## src/rtl/ifid_if.sv

```systemverilog
// ---------------------------------------------------------------------------
// ifid_if : signal bundle between the fetch/IF-ID stage and its neighbours
//           (hazard unit, branch unit, instruction memory, decode stage).
//
//   master : the environment side; drives Stall, Flush, BranchTaken,
//            BranchTarget and InstrIn, and observes the stage outputs.
//   slave  : the ifid_stage side; receives the controls and instruction
//            data, and drives PCOut plus the IF/ID register outputs.
//
//   Stall         hold PC and IF/ID contents
//   Flush         squash IF/ID (insert bubble)
//   BranchTaken   redirect fetch to BranchTarget
//   BranchTarget  redirect address (low two bits ignored)
//   InstrIn       instruction memory data for PCOut
//   PCOut         current fetch address
//   InstrOut      IF/ID instruction
//   PCPlus4Out    IF/ID PC+4 of InstrOut
//   Imm16Out      InstrOut[15:0], registered
//   ExtendSignOut 1 = sign-extend, 0 = zero-extend Imm16Out
//   ValidOut      IF/ID holds a real instruction
// ---------------------------------------------------------------------------
interface ifid_if;
   logic        Stall;
   logic        Flush;
   logic        BranchTaken;
   logic [31:0] BranchTarget;
   logic [31:0] InstrIn;
   logic [31:0] PCOut;
   logic [31:0] InstrOut;
   logic [31:0] PCPlus4Out;
   logic [15:0] Imm16Out;
   logic        ExtendSignOut;
   logic        ValidOut;

   modport master (
      output Stall, Flush, BranchTaken, BranchTarget, InstrIn,
      input  PCOut, InstrOut, PCPlus4Out, Imm16Out, ExtendSignOut, ValidOut
   );

   modport slave (
      input  Stall, Flush, BranchTaken, BranchTarget, InstrIn,
      output PCOut, InstrOut, PCPlus4Out, Imm16Out, ExtendSignOut, ValidOut
   );
endinterface

```

## src/rtl/ifid_stage.sv

```systemverilog
// ---------------------------------------------------------------------------
// ifid_stage : fetch PC register plus the IF/ID pipeline register.
//
// The PC is presented to instruction memory (PCOut), which returns InstrIn
// combinationally. On a normal edge the instruction, PC+4 and the
// pre-decoded 16-bit immediate with its extension mode are captured into
// IF/ID. After reset a short BOOT phase suppresses fetch while memory
// warms up; then RUN applies branch > flush > stall > fetch priority.
//
// Parameters:
//   RESET_PC     fetch address loaded on reset
//   BOOT_CYCLES  warm-up cycles after reset release (1..15)
//
// Ports:
//   Clk   rising-edge clock
//   Rst   asynchronous active-low reset
//   bus   ifid_if.slave (controls, InstrIn, PC and IF/ID outputs)
//
// Build option:
//   IFID_DELAY_SLOT_EN  when defined, a taken branch keeps the instruction
//                       in the delay slot (IF/ID loads or holds on Stall)
//                       instead of bubbling it.
// ---------------------------------------------------------------------------
module ifid_stage #(
   parameter logic [31:0] RESET_PC    = 32'h0000_0000,
   parameter int          BOOT_CYCLES = 2
) (
   input  logic Clk,
   input  logic Rst,
   ifid_if.slave bus
);

   typedef enum logic [0:0] {
      ST_BOOT = 1'b0,
      ST_RUN  = 1'b1
   } state_t;

   localparam logic [3:0] BOOT_LAST = 4'(BOOT_CYCLES - 1);

   state_t      state_reg, state_next;
   logic [3:0]  cnt_reg,   cnt_next;
   logic [31:0] pc_reg,    pc_next;
   logic [31:0] instr_reg, instr_next;
   logic [31:0] pc4_reg,   pc4_next;
   logic [15:0] imm_reg,   imm_next;
   logic        ext_reg,   ext_next;
   logic        valid_reg, valid_next;

   logic [31:0] pc_plus4;
   logic [31:0] target_aligned;
   logic        fetch_ext;
   logic [1:0]  unused_target_lsb;

   assign pc_plus4          = pc_reg + 32'd4;   // wraps modulo 2^32
   assign target_aligned    = {bus.BranchTarget[31:2], 2'b00};
   assign unused_target_lsb = bus.BranchTarget[1:0];

   // Logical immediates (andi/ori/xori) are zero-extended; all else signed.
   always_comb begin
      fetch_ext = 1'b1;
      case (bus.InstrIn[31:26])
         6'h0C, 6'h0D, 6'h0E: fetch_ext = 1'b0;
         default:             fetch_ext = 1'b1;
      endcase
   end

   always_ff @(posedge Clk or negedge Rst) begin
      if (!Rst) begin
         state_reg <= ST_BOOT;
         cnt_reg   <= 4'd0;
         pc_reg    <= RESET_PC;
         instr_reg <= 32'h0;
         pc4_reg   <= 32'h0;
         imm_reg   <= 16'h0;
         ext_reg   <= 1'b1;
         valid_reg <= 1'b0;
      end else begin
         state_reg <= state_next;
         cnt_reg   <= cnt_next;
         pc_reg    <= pc_next;
         instr_reg <= instr_next;
         pc4_reg   <= pc4_next;
         imm_reg   <= imm_next;
         ext_reg   <= ext_next;
         valid_reg <= valid_next;
      end
   end

   always_comb begin
      state_next = state_reg;
      cnt_next   = cnt_reg;
      pc_next    = pc_reg;
      instr_next = instr_reg;
      pc4_next   = pc4_reg;
      imm_next   = imm_reg;
      ext_next   = ext_reg;
      valid_next = valid_reg;

      case (state_reg)
         ST_BOOT: begin
            // PC holds, controls ignored, IF/ID kept as a bubble.
            cnt_next   = cnt_reg + 4'd1;
            instr_next = 32'h0;
            pc4_next   = 32'h0;
            imm_next   = 16'h0;
            ext_next   = 1'b1;
            valid_next = 1'b0;
            if (cnt_reg == BOOT_LAST) begin
               state_next = ST_RUN;
               cnt_next   = 4'd0;
            end
         end

         ST_RUN: begin
            if (bus.BranchTaken) begin
               pc_next = target_aligned;
`ifdef IFID_DELAY_SLOT_EN
               // Delay slot instruction survives the redirect.
               if (!bus.Stall) begin
                  instr_next = bus.InstrIn;
                  pc4_next   = pc_plus4;
                  imm_next   = bus.InstrIn[15:0];
                  ext_next   = fetch_ext;
                  valid_next = 1'b1;
               end
`else
               instr_next = 32'h0;
               pc4_next   = 32'h0;
               imm_next   = 16'h0;
               ext_next   = 1'b1;
               valid_next = 1'b0;
`endif
            end else if (bus.Flush) begin
               pc_next    = pc_plus4;
               instr_next = 32'h0;
               pc4_next   = 32'h0;
               imm_next   = 16'h0;
               ext_next   = 1'b1;
               valid_next = 1'b0;
            end else if (!bus.Stall) begin
               pc_next    = pc_plus4;
               instr_next = bus.InstrIn;
               pc4_next   = pc_plus4;
               imm_next   = bus.InstrIn[15:0];
               ext_next   = fetch_ext;
               valid_next = 1'b1;
            end
         end

         default: begin
            state_next = ST_BOOT;
            cnt_next   = 4'd0;
         end
      endcase
   end

   assign bus.PCOut         = pc_reg;
   assign bus.InstrOut      = instr_reg;
   assign bus.PCPlus4Out    = pc4_reg;
   assign bus.Imm16Out      = imm_reg;
   assign bus.ExtendSignOut = ext_reg;
   assign bus.ValidOut      = valid_reg;

endmodule

```

## src/flat_wrapper.sv

```systemverilog
// flat-port wrapper written by rule: the top's interface ports become plain ports
module ifid_stage_flat 
#(
   parameter logic [31:0] RESET_PC    = 32'h0000_0000,
   parameter int          BOOT_CYCLES = 2
)
  (Clk, Rst, bus_Stall, bus_Flush, bus_BranchTaken, bus_BranchTarget, bus_InstrIn, bus_PCOut, bus_InstrOut, bus_PCPlus4Out, bus_Imm16Out, bus_ExtendSignOut, bus_ValidOut);
  ifid_if bus_i ();
  input  logic Clk;
  input  logic Rst;
  input wire logic [$bits(bus_i.Stall)-1:0] bus_Stall;
  input wire logic [$bits(bus_i.Flush)-1:0] bus_Flush;
  input wire logic [$bits(bus_i.BranchTaken)-1:0] bus_BranchTaken;
  input wire logic [$bits(bus_i.BranchTarget)-1:0] bus_BranchTarget;
  input wire logic [$bits(bus_i.InstrIn)-1:0] bus_InstrIn;
  output wire logic [$bits(bus_i.PCOut)-1:0] bus_PCOut;
  output wire logic [$bits(bus_i.InstrOut)-1:0] bus_InstrOut;
  output wire logic [$bits(bus_i.PCPlus4Out)-1:0] bus_PCPlus4Out;
  output wire logic [$bits(bus_i.Imm16Out)-1:0] bus_Imm16Out;
  output wire logic [$bits(bus_i.ExtendSignOut)-1:0] bus_ExtendSignOut;
  output wire logic [$bits(bus_i.ValidOut)-1:0] bus_ValidOut;
  assign bus_i.Stall = bus_Stall;
  assign bus_i.Flush = bus_Flush;
  assign bus_i.BranchTaken = bus_BranchTaken;
  assign bus_i.BranchTarget = bus_BranchTarget;
  assign bus_i.InstrIn = bus_InstrIn;
  assign bus_PCOut = bus_i.PCOut;
  assign bus_InstrOut = bus_i.InstrOut;
  assign bus_PCPlus4Out = bus_i.PCPlus4Out;
  assign bus_Imm16Out = bus_i.Imm16Out;
  assign bus_ExtendSignOut = bus_i.ExtendSignOut;
  assign bus_ValidOut = bus_i.ValidOut;
  ifid_stage #(.RESET_PC(RESET_PC), .BOOT_CYCLES(BOOT_CYCLES)) u_core (.Clk(Clk), .Rst(Rst), .bus(bus_i));
endmodule
```

## config.mk

```make
export PLATFORM = sky130hd
export DESIGN_NAME = ifid_stage_flat
export DESIGN_NICKNAME = d
export VERILOG_FILES = /design/src/rtl/ifid_if.sv /design/src/rtl/ifid_stage.sv /design/src/flat_wrapper.sv
export SDC_FILE = /design/constraint.sdc
export NUM_CORES = 1
export LEC_CHECK = 0
export BUFFER_PORTS_ARGS = -buffer_cell sky130_fd_sc_hd__buf_2
export CORE_MARGIN = 2
export CORE_UTILIZATION = 50
export DETAILED_ROUTE_END_ITERATION = 6
export PLACE_DENSITY = 0.81
export SKIP_CTS_REPAIR_TIMING = 1
export SLEW_MARGIN = 20
export SYNTH_ARGS = -nofsm -noshare
export SYNTH_HDL_FRONTEND = slang
export SYNTH_SLANG_ARGS = --single-unit
```

## constraint.sdc

```tcl
create_clock -name Clk -period 2.3 [get_ports Clk]
set_clock_uncertainty 0.1 [all_clocks]
set_input_delay 0.23 -clock Clk [delete_from_list [all_inputs] [get_ports Clk]]
set_output_delay 0.23 -clock Clk [all_outputs]
set_load 0.01 [all_outputs]
```

Yosys cells after proc, flatten, opt, wreduce, memory -nomap -nowiden --
Cells that the tools add are included.
Word-level totals: output and inout port bits 114, word-level logic and storage cells 45, input port bits 69, register bits after elaboration 119
Operators by class: bitwise operators 1, equality and inequality tests 6, reduce and logical (&&, ||, !) cells 2, add/sub/neg operators 2, mux-type cells 26
Operator list (count):
- $mux W32 | 8
- $pmux W32 S2 | 2
- $mux W16 | 3
- $add A32 B3 Y32 const B | 1
- $pmux W16 S2 | 1
- $eq A6 B4 Y1 const B | 3
- $mux W1 | 9
- $add A4 B1 Y4 const B | 1
- $eq A4 B1 Y1 const B | 1
- $mux W4 | 1
- $ne A4 B4 Y1 const B | 1
- $pmux W1 S2 | 2
- $ne A3 B1 Y1 const B | 1
- $reduce_or A3 Y1 | 1
- $reduce_and A2 Y1 | 1
- $not A1 Y1 | 1

Logic depth before layout (Yosys ltp) --
depth after elaboration 7, gate-level depth with buffers 7, depth with buffers taken out 6

Worst setup path after synthesis --
OpenSTA, ideal clock, no wires.
path type register -> register, from register u_core.pc_reg[2], in the netlist u_core.bus.PCOut[2], to register u_core.pc_reg[16], in the netlist u_core.bus.PCOut[16], arrival 1.873 ns, cell stages (with the launch flop) 8, buffers on the path 1, period minus slack after synthesis 2.094 ns, data required time 2.079 ns, setup time 0.121 ns, path slack 0.206 ns, cells stage by stage dfrtp_1 -> ha_1 -> nand3_2 -> or2_1 -> clkbuf_1 -> nor3_1 -> a31oi_1 -> o22a_1
Between the ends: cells in the longest elaborated chain, start to end 4
RTL lines:
- start: declaration | line ifid_stage.sv:42 | logic [31:0] pc_reg, pc_next;
- start signal: assignment | line ifid_stage.sv:80 | pc_reg <= pc_next;
- $add A32 B3 Y32 (*) | line ifid_stage.sv:54 | assign pc_plus4 = pc_reg + 32'd4;
- $mux W32 | line ifid_stage.sv:140 | end else if (!bus.Stall) begin
- $mux W32 (*) | line ifid_stage.sv:133 | end else if (bus.Flush) begin
- $mux W32 (*) | line ifid_stage.sv:115 | if (bus.BranchTaken) begin
Mark *: on every way between the ends. The rest lies on a longest branch, timed or not. The select of a mux whose other input is x is not followed. A chain may end at the register's enable or synchronous reset.

Final worst setup path --
from register u_core.pc_reg[3], in the netlist u_core.bus.PCOut[3], to register u_core.pc_reg[16], in the netlist u_core.bus.PCOut[16]
Same word-level chain as after synthesis.

==> summary.txt <==
Critical path
  • Worst path required time: between 2 and 2.5 ns
  • Startpoint Class: register
  • Crit Path Max Fanout: 7
  • Critical path cell sequence: ha_1, nand3_2, or2_1, nor3_1, a31oi_1, o22a_1
  • Cell depth of the worst flop-to-flop path: 6
  • CP peak stage delay: 0.47 ns
  • CP endpoint kind: register
  • Critical Path AT: 2.31 ns
  • Crit-path slowest cell: dfrtp_1
  • Reg-to-reg slack, setup: 0.16 ns
  • Kind of critical path: register to register

Placed design
  • Worst slack at placement: 0.228 ns
  • Placed cells: 766
  • GPL Wtd Cong: between 0.8 and 0.9
  • Port Buf Inserts: between 150 and 200
  • DP Wirelength: 9520 um

Power and ir drop
  • VDD IR max: 0.291 mV
  • Pwr Density: 616 nW/um^2
  • Leak Pwr: between 0.003 and 0.004 uW
  • Internal power: 2690 uW
  • Net Switching: 1180 uW
  • Clk pwr share: 30.6%
  • Total power: 3870 uW
  • Switch share: between 30% and 40%
  • Combinational share of power: between 10% and 20%
  • Sequential share of power: a little over half

Floorplan
  • Core Region: 9640 um^2
  • Die Y: 103 um
  • DIE AREA: 10600 um^2
  • Die Wd: ~100 um
  • FP Rows: 36
  • Num ports: around 180
  • Initial core utilization: 50.9%

Yosys
  • Synth cell count leaders: dfrtp_1 (99), nand2_1 (58), o21ai_0 (48), a22o_1 (33), clkbuf_1 (32)
  • Mapped Cells: roughly 490
  • Syn avg cell area: 9.94 um^2
  • Top-count cell post-synth: dfrtp_1
  • Synthesis Warnings: 0
  • Top cell type's share of synthesized area: between 50% and 60%
  • Largest area contributor in the netlist: dfrtp_1
  • Ranking of synthesized cells by area: dfrtp_1 (50%), a22o_1 (5.9%), o21ai_0 (4.9%), nand2_1 (4.4%), buf_4 (3.1%)
  • Cell variety after synth: 54
  • Mapped Area: between 4000 and 5000 um^2
  • EDFF count, synth: 0
  • FF+latch count, synth: 100
  • Top FF cell, synth: dfrtp_1
  • Asr flop ratio synth: 100%
  • Seq/Total Area, Yosys: 51.0%

GRT
  • First-pass GRT wire length: approximately 20000 um
  • Largest net degree at the start of global routing: 46
  • Antenna violations before repair: 0
  • Grt total ovfl: 0
  • GRT Util Overall: between 20 and 25%
  • Vias in the first global route: roughly 4000

Detailed routing
  • Drt first pass iters: 6
  • Met3 wire length: about 1100 um
  • Met2 wire length: 6660 um
  • Wire length per cell: around 17 um
  • Post-Route M1 WL: 5760 um
  • Routed wire length: 13900 um
  • Vias: 4626
  • Initial DRC Count: 286
  • DRT antenna net count: 0
  • Top sig layer: met4
  • # DRC: 0
  • DR vias/cell: 5.73

Timing
  • Worst slew pin tran: 0.643 ns
  • Setup violations, final: 0
  • Final Critical Period: 2.14 ns
  • Final worst path period share: 93.1%
  • Setup ws final: 0.159 ns
  • Max-slew headroom: 57.1%
  • Final Max Tran Viols: 0
  • Fmax: 0.467 GHz
  • Hold WS: -0.00926 ns
  • Final Hold Viols: 2
  • Setup Total Neg Slack: 0 ns
  • RSZ-0062 raised after global routing: no

Clock tree
  • CTS tree: yes
  • Clock sinks: 100
  • H-tree levels: 3
  • Clock tree buffer depth: 2
  • Clock transition at the registers of the reported paths: 0.10 ns
  • Clk root buf: clkbuf_8
  • Cts bufs inserted: 9
  • Worst-Skew Late Latency: 0.37 ns

Layout
  • Fill cell count: 763
  • Max reg flops: 31
  • NumNets Final: 739
  • Fraction of layout cells with a size suffix above 1: 34.4%
  • ANT cells: 0
  • Utilization after layout: between 60% and 70%
  • Register area: 2500 um^2
  • Area delta synth->final: 28.0%
  • Non-Filler Instances: between 800 and 900
  • Multi-input logic area: about 2100 um^2

Status
  • Failing checks: negative hold slack
  • Status: finished, violations left

Worst hold path
  • Hold Crit Class: input port to register
  • Hold Path Stages: 2

Job
  • Maxcap violations: 0
-- placed cells by master (no fill, tap or decap), drive strengths merged, types with 6 or more instances in the layout --
master | synthesis | final
a22o | 33 | 33
nand3 | 14 | 14
nand2 | 58 | 58
o21ai | 49 | 49
a21oi | 17 | 17
xor2 | 14 | 14
buf | 25 | 196
and3 | 10 | 10
o22ai | 13 | 13
nor4 | 6 | 6
dfrtp | 99 | 99
nor3 | 11 | 11
clkbuf | 33 | 9
xnor2 | 17 | 17
nor2 | 24 | 24
inv | 4 | 6
nand4 | 13 | 13
dlygate4sd3 | 0 | 25
-- worst max-delay path: cells and delay by family, from the launching register on --
family / cells / cell delay, ns
AO/OA/AOI/OAI: 2 / 0.33
AND/OR/NAND/NOR: 3 / 0.86
flip-flops: 1 / 0.47
adder cells (fa/ha/maj): 1 / 0.29
-- routing by layer --
layer  up-vias  GRT usage [%]
met5         -              0
met3        36           5.15
met4         0           11.6
li1       2116              -
met1      2225           31.5
met2       249           40.1
-- stage by stage --
| step | cell area (um^2) | hold slack, ns |
|---|---|---|
| 6_report | 6280 | -0.00926 |
| 5_1_grt | 6280 | -0.00592 |
| 4_1_cts | 6030 | -0.268 |
| 3_5_place_dp | 5830 | 0.141 |
| 3_3_place_gp | 5830 | 0.130 |
| 2_1_floorplan | 4910 | -0.166 |
-- power by group through the flow --
stage | combinational (uW) | clock (uW) | sequential, uW
global route | 742 | 1270 | 2030
CTS | 640 | 1210 | 2010
global placement | 621 | 0 | 2030
detailed placement | 637 | 0 | 2040
floorplan | 332 | 0 | 2040
finish | 674 | 1180 | 2010
-- area by class of cell --
class	instances	share of cell area, %
Sequential cell	100	39.8
Multi-Input combinational cell	333	33.4
Clock buffer	9	1.97
Timing Repair Buffer	221	20.5
Tap cell	133	2.65
Inverter	4	0.239
Clock inverter	7	1.33
-- logic make-up after synthesis --
kind of cell,Yosys count,synth area share (%)
other cells,1,0.0764
simple gates,151,16.2
xor+xnor,31,5.53
compound gates,141,19.1
flops,100,51.0
mux,7,1.48
fa+ha+maj,1,0.255
buf+inv,62,6.37
-- final timing paths --
check,from,endpoint
max,u_core.bus.PCOut[3],u_core.bus.PCOut[16]
min,bus_InstrIn[7],u_core.bus.Imm16Out[7]
max reg2reg,u_core.bus.PCOut[3],u_core.bus.PCOut[16]
min reg2reg,u_core.bus.ExtendSignOut,u_core.bus.ExtendSignOut
max in group asynchronous,Rst,u_core.bus.PCPlus4Out[19]
min in group asynchronous,Rst,u_core.bus.InstrOut[22]
No activity file was read; power rests on OpenSTA's default activity.
